`config.mk`:
```
export PLATFORM = sky130hd
export DESIGN_NAME = carfield_llc_cdc_dst
export DESIGN_NICKNAME = d
export VERILOG_FILES = /design/src/rtl/carfield_llc_cdc_dst.sv
export SDC_FILE = /design/constraint.sdc
export NUM_CORES = 1
export LEC_CHECK = 0
export CORE_AREA = 2 2 229 231
export DETAILED_ROUTE_END_ITERATION = 7
export DIE_AREA = 0 0 231 233
export GPL_ROUTABILITY_DRIVEN = 0
export GPL_TIMING_DRIVEN = 1
export PLACE_DENSITY = 0.49
export SYNTH_ARGS = -nofsm -noshare
export SYNTH_HDL_FRONTEND = slang
export SYNTH_SLANG_ARGS = --single-unit
export TNS_END_PERCENT = 50
```
`constraint.sdc`:
```
create_clock -name clk_i -period 6.95 [get_ports clk_i]
set_input_delay 0.695 -clock clk_i [delete_from_list [all_inputs] [get_ports clk_i]]
set_output_delay 0.695 -clock clk_i [all_outputs]
set_load 0.02 [all_outputs]
```
`src/rtl/carfield_llc_cdc_dst.sv`:
```
// carfield_llc_cdc_dst
// Read side of one gray-pointer async FIFO channel on the LLC/DRAM path.
// It lives in the DRAM clock domain and does the following:
//   - samples the source's gray write pointer through a synchronizer,
//   - reads the head entry straight out of the source-owned storage array,
//   - returns its own gray read pointer to the source.
// Optional macro CARFIELD_LLC_CDC_DST_SPILL_EN inserts a one-entry
// registered output stage in front of data_o/valid_o.
module carfield_llc_cdc_dst #(
    parameter int unsigned LogDepth   = 3,
    parameter int unsigned Width      = 64,
    parameter int unsigned SyncStages = 2
) (
    input  logic                            clk_i,
    input  logic                            rst_i,
    input  logic [(2**LogDepth)*Width-1:0]  data_i,
    input  logic [LogDepth:0]               wptr_i,
    output logic [LogDepth:0]               rptr_o,
    output logic [Width-1:0]                data_o,
    output logic                            valid_o,
    input  logic                            ready_i,
    output logic [LogDepth:0]               count_o,
    output logic                            err_o
);

    localparam int unsigned Depth = 2 ** LogDepth;
    localparam int unsigned PtrW  = LogDepth + 1;

    typedef logic [PtrW-1:0] ptr_t;

    function automatic ptr_t bin2gray(input ptr_t b);
        return b ^ (b >> 1);
    endfunction

    function automatic ptr_t gray2bin(input ptr_t g);
        ptr_t b;
        b = g;
        for (int i = 1; i < int'(PtrW); i++) begin
            b = b ^ (g >> i);
        end
        return b;
    endfunction

    ptr_t             sync_q [SyncStages];
    ptr_t             sync_d [SyncStages];
    ptr_t             wsync_prev_q, wsync_prev_d;
    ptr_t             rptr_bin_q, rptr_bin_d;
    ptr_t             rptr_gray_q, rptr_gray_d;
    ptr_t             count_q, count_d;
    logic             err_q, err_d;

    ptr_t             wptr_sync;
    ptr_t             wptr_bin;
    ptr_t             wptr_bin_next;
    ptr_t             level;
    ptr_t             wsync_diff;
    logic [LogDepth-1:0] rptr_idx;
    logic [Width-1:0] head_data;
    logic             fifo_valid;
    logic             fifo_ready;
    logic             fifo_pop;

`ifdef CARFIELD_LLC_CDC_DST_SPILL_EN
    logic             spill_full_q, spill_full_d;
    logic [Width-1:0] spill_data_q, spill_data_d;
`endif

    // Write-pointer synchronizer shift chain, stage 0 samples the async input
    always_comb begin
        for (int i = 0; i < int'(SyncStages); i++) begin
            sync_d[i] = '0;
        end
        sync_d[0] = wptr_i;
        for (int i = 1; i < int'(SyncStages); i++) begin
            sync_d[i] = sync_q[i-1];
        end
    end

    // Head selection straight from the source's storage at the read index
    always_comb begin
        wptr_sync  = sync_q[SyncStages-1];
        wptr_bin   = gray2bin(wptr_sync);
        rptr_idx   = rptr_bin_q[LogDepth-1:0];
        fifo_valid = (wptr_sync != bin2gray(rptr_bin_q));
        head_data  = '0;
        for (int k = 0; k < int'(Depth); k++) begin
            if (rptr_idx == LogDepth'(k)) begin
                head_data = data_i[k*Width +: Width];
            end
        end
    end

`ifdef CARFIELD_LLC_CDC_DST_SPILL_EN
    // Spill stage refills in the same cycle it drains, so throughput stays full
    always_comb begin
        fifo_ready   = !spill_full_q || ready_i;
        fifo_pop     = fifo_valid && fifo_ready;
        spill_full_d = spill_full_q;
        spill_data_d = spill_data_q;
        if (fifo_pop) begin
            spill_full_d = 1'b1;
            spill_data_d = head_data;
        end else if (ready_i) begin
            spill_full_d = 1'b0;
        end
        valid_o = spill_full_q;
        data_o  = spill_data_q;
    end
`else
    // Head entry is presented directly; valid never looks at ready
    always_comb begin
        fifo_ready = ready_i;
        fifo_pop   = fifo_valid && fifo_ready;
        valid_o    = fifo_valid;
        data_o     = head_data;
    end
`endif

    // Read pointer advance, fill level and sticky corruption detection
    always_comb begin
        rptr_bin_d    = rptr_bin_q + ptr_t'(fifo_pop);
        rptr_gray_d   = bin2gray(rptr_bin_d);
        wptr_bin_next = gray2bin(sync_d[SyncStages-1]);
        count_d       = wptr_bin_next - rptr_bin_d;
        level         = wptr_bin - rptr_bin_q;
        wsync_diff    = wptr_sync ^ wsync_prev_q;
        wsync_prev_d  = wptr_sync;
        err_d         = err_q;
        if (level > ptr_t'(Depth)) begin
            err_d = 1'b1;
        end
        if ((wsync_diff & (wsync_diff - ptr_t'(1))) != '0) begin
            err_d = 1'b1;
        end
    end

    // State registers with synchronous reset
    always_ff @(posedge clk_i) begin
        if (rst_i) begin
            for (int i = 0; i < int'(SyncStages); i++) begin
                sync_q[i] <= '0;
            end
            wsync_prev_q <= '0;
            rptr_bin_q   <= '0;
            rptr_gray_q  <= '0;
            count_q      <= '0;
            err_q        <= 1'b0;
        end else begin
            for (int i = 0; i < int'(SyncStages); i++) begin
                sync_q[i] <= sync_d[i];
            end
            wsync_prev_q <= wsync_prev_d;
            rptr_bin_q   <= rptr_bin_d;
            rptr_gray_q  <= rptr_gray_d;
            count_q      <= count_d;
            err_q        <= err_d;
        end
    end

`ifdef CARFIELD_LLC_CDC_DST_SPILL_EN
    // Output stage registers
    always_ff @(posedge clk_i) begin
        if (rst_i) begin
            spill_full_q <= 1'b0;
            spill_data_q <= '0;
        end else begin
            spill_full_q <= spill_full_d;
            spill_data_q <= spill_data_d;
        end
    end
`endif

    assign rptr_o  = rptr_gray_q;
    assign count_o = count_q;
    assign err_o   = err_q;

endmodule

```
==> results by group <==
Global routing
  – Vias in the first global route: 9788
  – GRT Total Usage: 15.3%
  – Largest net degree at the start of global routing: 86
  – Initial antenna violation count: 6
  – Grt ovf: 0
  – First-pass GRT wire length: 62.6 mm

Yosys
  – Yosys cell types: 32
  – Multiplexer area fraction after synthesis: 0%
  – Post-synthesis adder-cell area fraction: 3.67%
  – Post-synthesis sequential area ratio: 8.28%
  – XOR/XNOR Fraction of Synth Area: 3.58%
  – Gate Count Post-Synth: 990
  – FF+latch count, synth: 24
  – Largest family of logic cells by synthesized area: compound AO/OA/AOI/OAI gates
  – Syn Nets: 1524
  – Compound-cell area share of the yosys netlist: 47.9%
  – Cell area after synthesis: 5800 um^2
  – Synth Warn #: 0
  – Avg Cell Area, Syn: 5.86 um^2
  – Synth Area in Simple Gates: 27.1%

Detailed routing
  – Final ANT Viol Nets: 0
  – DRT Wirelength: 44.7 mm
  – Via density per instance: 4.36
  – DRC viols: 0
  – 1st-iter DRT viols: 507
  – DR vias: 9484
  – Routed WL per cell: 20.6 um
  – Router iterations before antenna repair: 6

Placement
  – Dpl cells: 2172
  – Area post-placement: 12200 um^2
  – # port buffers: 592
  – DPL Wire Length: 35.1 mm

Pwr
  – VDD IR max: 0.124 mV
  – Tot Pwr: 2.13 mW
  – Total power per unit cell area: 173 nW/um^2
  – Leakage: 4.16 nW

Worst setup path
  – Crit path kind: reg -> out
  – Largest delay share family, worst path: buffers and inverters
  – Data arrival time of the critical path: 3.73 ns
  – CP Capture Type: primary output
  – Worst EP required: 6.25 ns
  – Crit start category: flop
  – Critical-path top delay cell: and3b_4
  – Buf/Inv on CP: 3
  – R2r setup slk: 3.37 ns
  – CP Max Fanout: 44
  – Critical path cell sequence: inv_1 -> ha_4 -> and3b_4 -> buf_4 -> a22o_1 -> a31oi_1 -> o21ai_1 -> clkdlybuf4s50_1
  – Worst R2R Path Depth: 13
  – Max stage delay on crit path: 0.80 ns
  – Reg2reg end: count_o[3]
  – Reg-to-reg critical path startpoint: rptr_bin_q[2]

Floorplan
  – Die footprint: 53800 um^2
  – Starting Density: 11.4%
  – Die extent in y: 233 um
  – # rows: 83
  – I/O pins: 593
  – Die X: 231 um
  – Floorplan core area: 51100 um^2

Cells and area
  – Commonest cells after routing, fill and taps aside: clkdlybuf4s50_1 (592), nand2_1 (258), o21ai_0 (133), nor2b_1 (78), a21oi_1 (68)
  – Commonest non-fill, non-tap cell in the layout: clkdlybuf4s50_1
  – Antenna Cells: 0
  – Area growth, synth to finish: 113%
  – Post-route cell area: 12300 um^2
  – Finished Layout Cells: 2176
  – Share of cells above drive strength 1: 2.21%
  – Fin nets: 2031

Timing
  – Fin. max-slew vios: 0
  – RSZ-0062 raised after global routing: false
  – Final setup viols: 0
  – Hold Violations, Final: 0
  – Tcrit/Tclk final: 63.6%
  – Max Freq: 226 MHz
  – Minimum clock period: 4.42 ns
  – Slew @ Worst Pin: 0.888 ns
  – Max transition margin: 40.8%
  – Setup TNS: 0 ns
  – Worst Skew: 0.00831 ns

Min path
  – Hold Path Cell Cnt: 1
  – HP Class: reg -> reg
  – Hold Path Sink: sync_q[0][6]
  – Critical hold path startpoint: sync_q[0][2]

Status
  – Status: completed

Clock tree
  – CTS tree: done
  – CTS buffer count: 3
  – CTS Sinks: 24
  – Cts hold-fix bufs: 0
  – Postcts setup bufs: 0
  – H-Tree Depth: 1
  – Post-CTS resize count: 0
  – Clk buf depth: 2
  – Root Buffer Master: clkbuf_16
  – Worst-Skew Late Latency: 0.26 ns
  – Worst-path clk slew: 0.07 ns

Run
  – Max cap viols: 0
## through the flow
step | worst slack [ns] | hold slack [ns] | util, %
global placement | 2.69 | 0.470 | 23.9
CTS | 2.35 | 0.481 | 24.2
global route | 2.26 | 0.494 | 24.2
finish | 2.53 | 0.481 | 24.2
floorplan | 4.00 | 0.458 | -
detailed placement | 2.64 | 0.474 | 23.9
## worst max path at each step
stage                             start         end  slack, ns  cells after the start
after floorplan           rptr_bin_q[1]  count_o[3]       4.00                     13
after global placement    rptr_bin_q[1]  data_o[36]       2.69                      8
after detailed placement  rptr_bin_q[1]  data_o[36]       2.64                      8
after CTS                 rptr_bin_q[1]  data_o[36]       2.35                      8
after global routing      rptr_bin_q[1]  data_o[36]       2.26                      8
final                     rptr_bin_q[1]  data_o[36]       2.53                      8
## power breakdown
group | internal (mW) | switching, mW | total (mW)
Clock | 0.114 | 0.0503 | 0.165
Sequential | 0.154 | 0.0112 | 0.165
Combinational | 0.885 | 0.915 | 1.80
## Yosys cell counts
cell type	instances	area share [%]
nand2_1	260	17
o21ai_0	133	11
nor2b_1	79	8.5
a21oi_1	68	5.9
a31oi_1	65	7.0
a22o_1	64	9.7
clkbuf_1	64	4.1
o211ai_1	64	8.3
o21ai_1	60	5.2
dfxtp_1	24	8.3
buf_2	22	1.9
ha_1	13	2.8
xnor2_1	13	2.0
nor2_1	10	0.65
buf_4	9	1.2
buf_6	9	1.7
xor2_1	8	1.2
inv_1	7	0.45
and2_1	3	0.32
buf_1	2	0.13
fa_1	2	0.69
a21o_1	1	0.13
and3_1	1	0.11
and3b_1	1	0.15
maj3_1	1	0.17
nand3_1	1	0.086
nand3b_1	1	0.13
nand4_1	1	0.11
nor2_4	1	0.19
o21ba_2	1	0.17
o22ai_1	1	0.11
xor3_1	1	0.41
## layer usage
metal / vias to the layer above / routed length [um] / global-route usage, %
li1: 4544 / - / -
met1: 4381 / 17000 / 17.1
met2: 486 / 22500 / 28.6
met3: 65 / 3650 / 3.44
met4: 8 / 1500 / 4.92
met5: - / 51 / 0
## area by class of cell
cell class | instances | area (um^2)
Clock buffer | 3 | 75.1
Clock inverter | 1 | 30.0
Fill cell | 5716 | 38800
Inverter | 7 | 26.3
Multi-Input combinational cell | 853 | 4830
Sequential cell | 24 | 484
Tap cell | 680 | 851
Timing Repair Buffer | 608 | 6050
## kinds of logic (layout without fill, tap and decap cells)
group / Yosys count / count (layout)
fa+ha+maj: 16 / 16
flops: 24 / 24
simple gates: 358 / 358
buf+inv: 113 / 619
compound gates: 457 / 457
xor+xnor: 22 / 22
## sequential cells by signal (all words and copies together), names as in the netlist
register,cells
err_o,1
count_o,4
sync_q,8
rptr_bin_q,4
wsync_prev_q,4
rptr_o,3
## worst reg2reg max path, stage by stage (launching register included)
cell     delay [ns]
dfxtp_4        0.35
buf_4          0.49
inv_2          0.45
xnor2_1        0.27
nand4_1        0.15
and2_1         0.20
ha_1           0.19
ha_1           0.42
inv_1          0.09
ha_1           0.29
nor2b_1        0.12
o21ai_0        0.20
a21o_1         0.15
a21oi_1        0.05
No activity file was read; power rests on OpenSTA's default activity.
==> RTL edit: new RTL, same flow settings <==
`SyncStages`: 2 -> 4.
--- a/src/rtl/carfield_llc_cdc_dst.sv
+++ b/src/rtl/carfield_llc_cdc_dst.sv
@@ -9,7 +9,7 @@
 module carfield_llc_cdc_dst #(
     parameter int unsigned LogDepth   = 3,
     parameter int unsigned Width      = 64,
-    parameter int unsigned SyncStages = 2
+    parameter int unsigned SyncStages = 4
 ) (
     input  logic                            clk_i,
     input  logic                            rst_i,
Behaviour: not the same (Yosys sat finds a counterexample within 4 cycles, from zero or initial values and one cycle with rst_i high).
==> RTL edit against the unedited design <==
Worst hold slack got worse by 0.046 ns; final area grew 2.0%; sequential cell count increased by 8; synthesized area grew 3.7%; worst setup slack lost 0.54 ns; routed wire length shrank 2.2%; first-iteration DRC count rose by 10%; total power shrank 32%; combinational power decreased by 44%; critical path depth unchanged; largest power group unchanged.
==> RTL edit: results (changes against the unedited design) <==
| Metric | Value |
|---|---|
| Non-CTS buffers | `605 (-0.49%)` |
| Ranking of synthesized cells by area | `nand2_1, o21ai_0, dfxtp_1` |
| Post-Syn Instances | `1007 (+1.7%)` |
| CP endpoint | `data_o[7]` |
| Layout cells sized above 1 | `2.247% (+0.041 points)` |
| Signal buffers share of area | `47.86% (-1.1 points)` |
| Worst Clk Skew | `0.003694 ns (-0.004618 ns)` |
| Status | `finished, final reports clean` |
| First-pass DRT Iterations | `5 (-1)` |
| CP max-delay cell | `nor2b_4` |
| Max reg flops | `16 (+8)` |
| # nets final | `2046 (+0.74%)` |
| Antenna violations before repair | `7 (+1)` |
| Total track usage | `15.03% (-0.31 points)` |
| Met3 Resource Use GR | `3.468% (+0.025 points)` |
| Seq area share | `5.120% (+1.2 points)` |
| DR iter-0 viols | `560 (+10%)` |
| Inserted Clock Buffers | `5 (+2)` |
| Met2 GRT Util | `27.45% (-1.2 points)` |
| Largest net degree at the start of global routing | `84 (-2.3%)` |
| NetSw | `0.5273 mW (-46%)` |
| H-tree depth | `2 (+1)` |
| Seq/Total Area, Yosys | `10.65% (+2.4 points)` |
| Worst-Margin Slew | `1.114 ns (+0.2265 ns)` |
| Fillcell total | `5765 (+0.86%)` |
| Multi-input combinational area share | `38.73% (-0.39 points)` |
| Multi-In Gates | `861 (+0.94%)` |
| Sequential Power | `0.200 mW (+21%)` |
| Clock power frac | `16.8% (+9.1 points)` |
| Adder-cell share of the synthesized area | `3.535% (-0.13 points)` |
| Met3 routed WL | `3768 um (+3.1%)` |
| Highest net fanout along the worst path | `67 (+52%)` |
| Xor/xnor share of the synthesized area | `3.452% (-0.13 points)` |
| Area Overhead vs Synth | `109.2%` |
| Leak pwr | `4.257 nW (+2.3%)` |
| PnR worst setup slack | `1.994 ns (-0.5350 ns)` |
| Metal2 WL | `21750 um (-3.4%)` |
| Vias in the first global route | `9856 (+0.69%)` |
| Slowest stage delay, CP | `0.93 ns (+0.13 ns)` |
| Final instance area | `0.01259 mm^2 (+2.0%)` |
| Synth cell count leaders | `nand2_1, o21ai_0, nor2b_1` |
| Syn Nets | `1541 (+1.1%)` |
| Pwr dens | `115.3 mW/mm^2 (-33%)` |
| Grt met1 use | `17.25% (+0.17 points)` |
| Compound-Gate Fraction of Synth Area | `46.16% (-1.7 points)` |
==> RTL edit: worst min-delay path by stage <==
stage,start,to,slack (ns),cells past startpoint
after floorplan,sync_q[0][0]$_SDFF_PP0_,sync_q[1][0]$_SDFF_PP0_,0.41,1
after global placement,sync_q[1][2]$_SDFF_PP0_,sync_q[2][2]$_SDFF_PP0_,0.42,1
after detailed placement,sync_q[1][2]$_SDFF_PP0_,sync_q[2][2]$_SDFF_PP0_,0.42,1
after CTS,sync_q[1][2]$_SDFF_PP0_,sync_q[2][2]$_SDFF_PP0_,0.44,1
after global routing,sync_q[1][2]$_SDFF_PP0_,sync_q[2][2]$_SDFF_PP0_,0.45,1
final,sync_q[1][2]$_SDFF_PP0_,sync_q[2][2]$_SDFF_PP0_,0.43,1
==> RTL edit: kinds of logic after synthesis <==
family          Yosys count
compound gates          457
fa+ha+maj                16
flops                    32
simple gates            366
buf+inv                 114
xor+xnor                 22
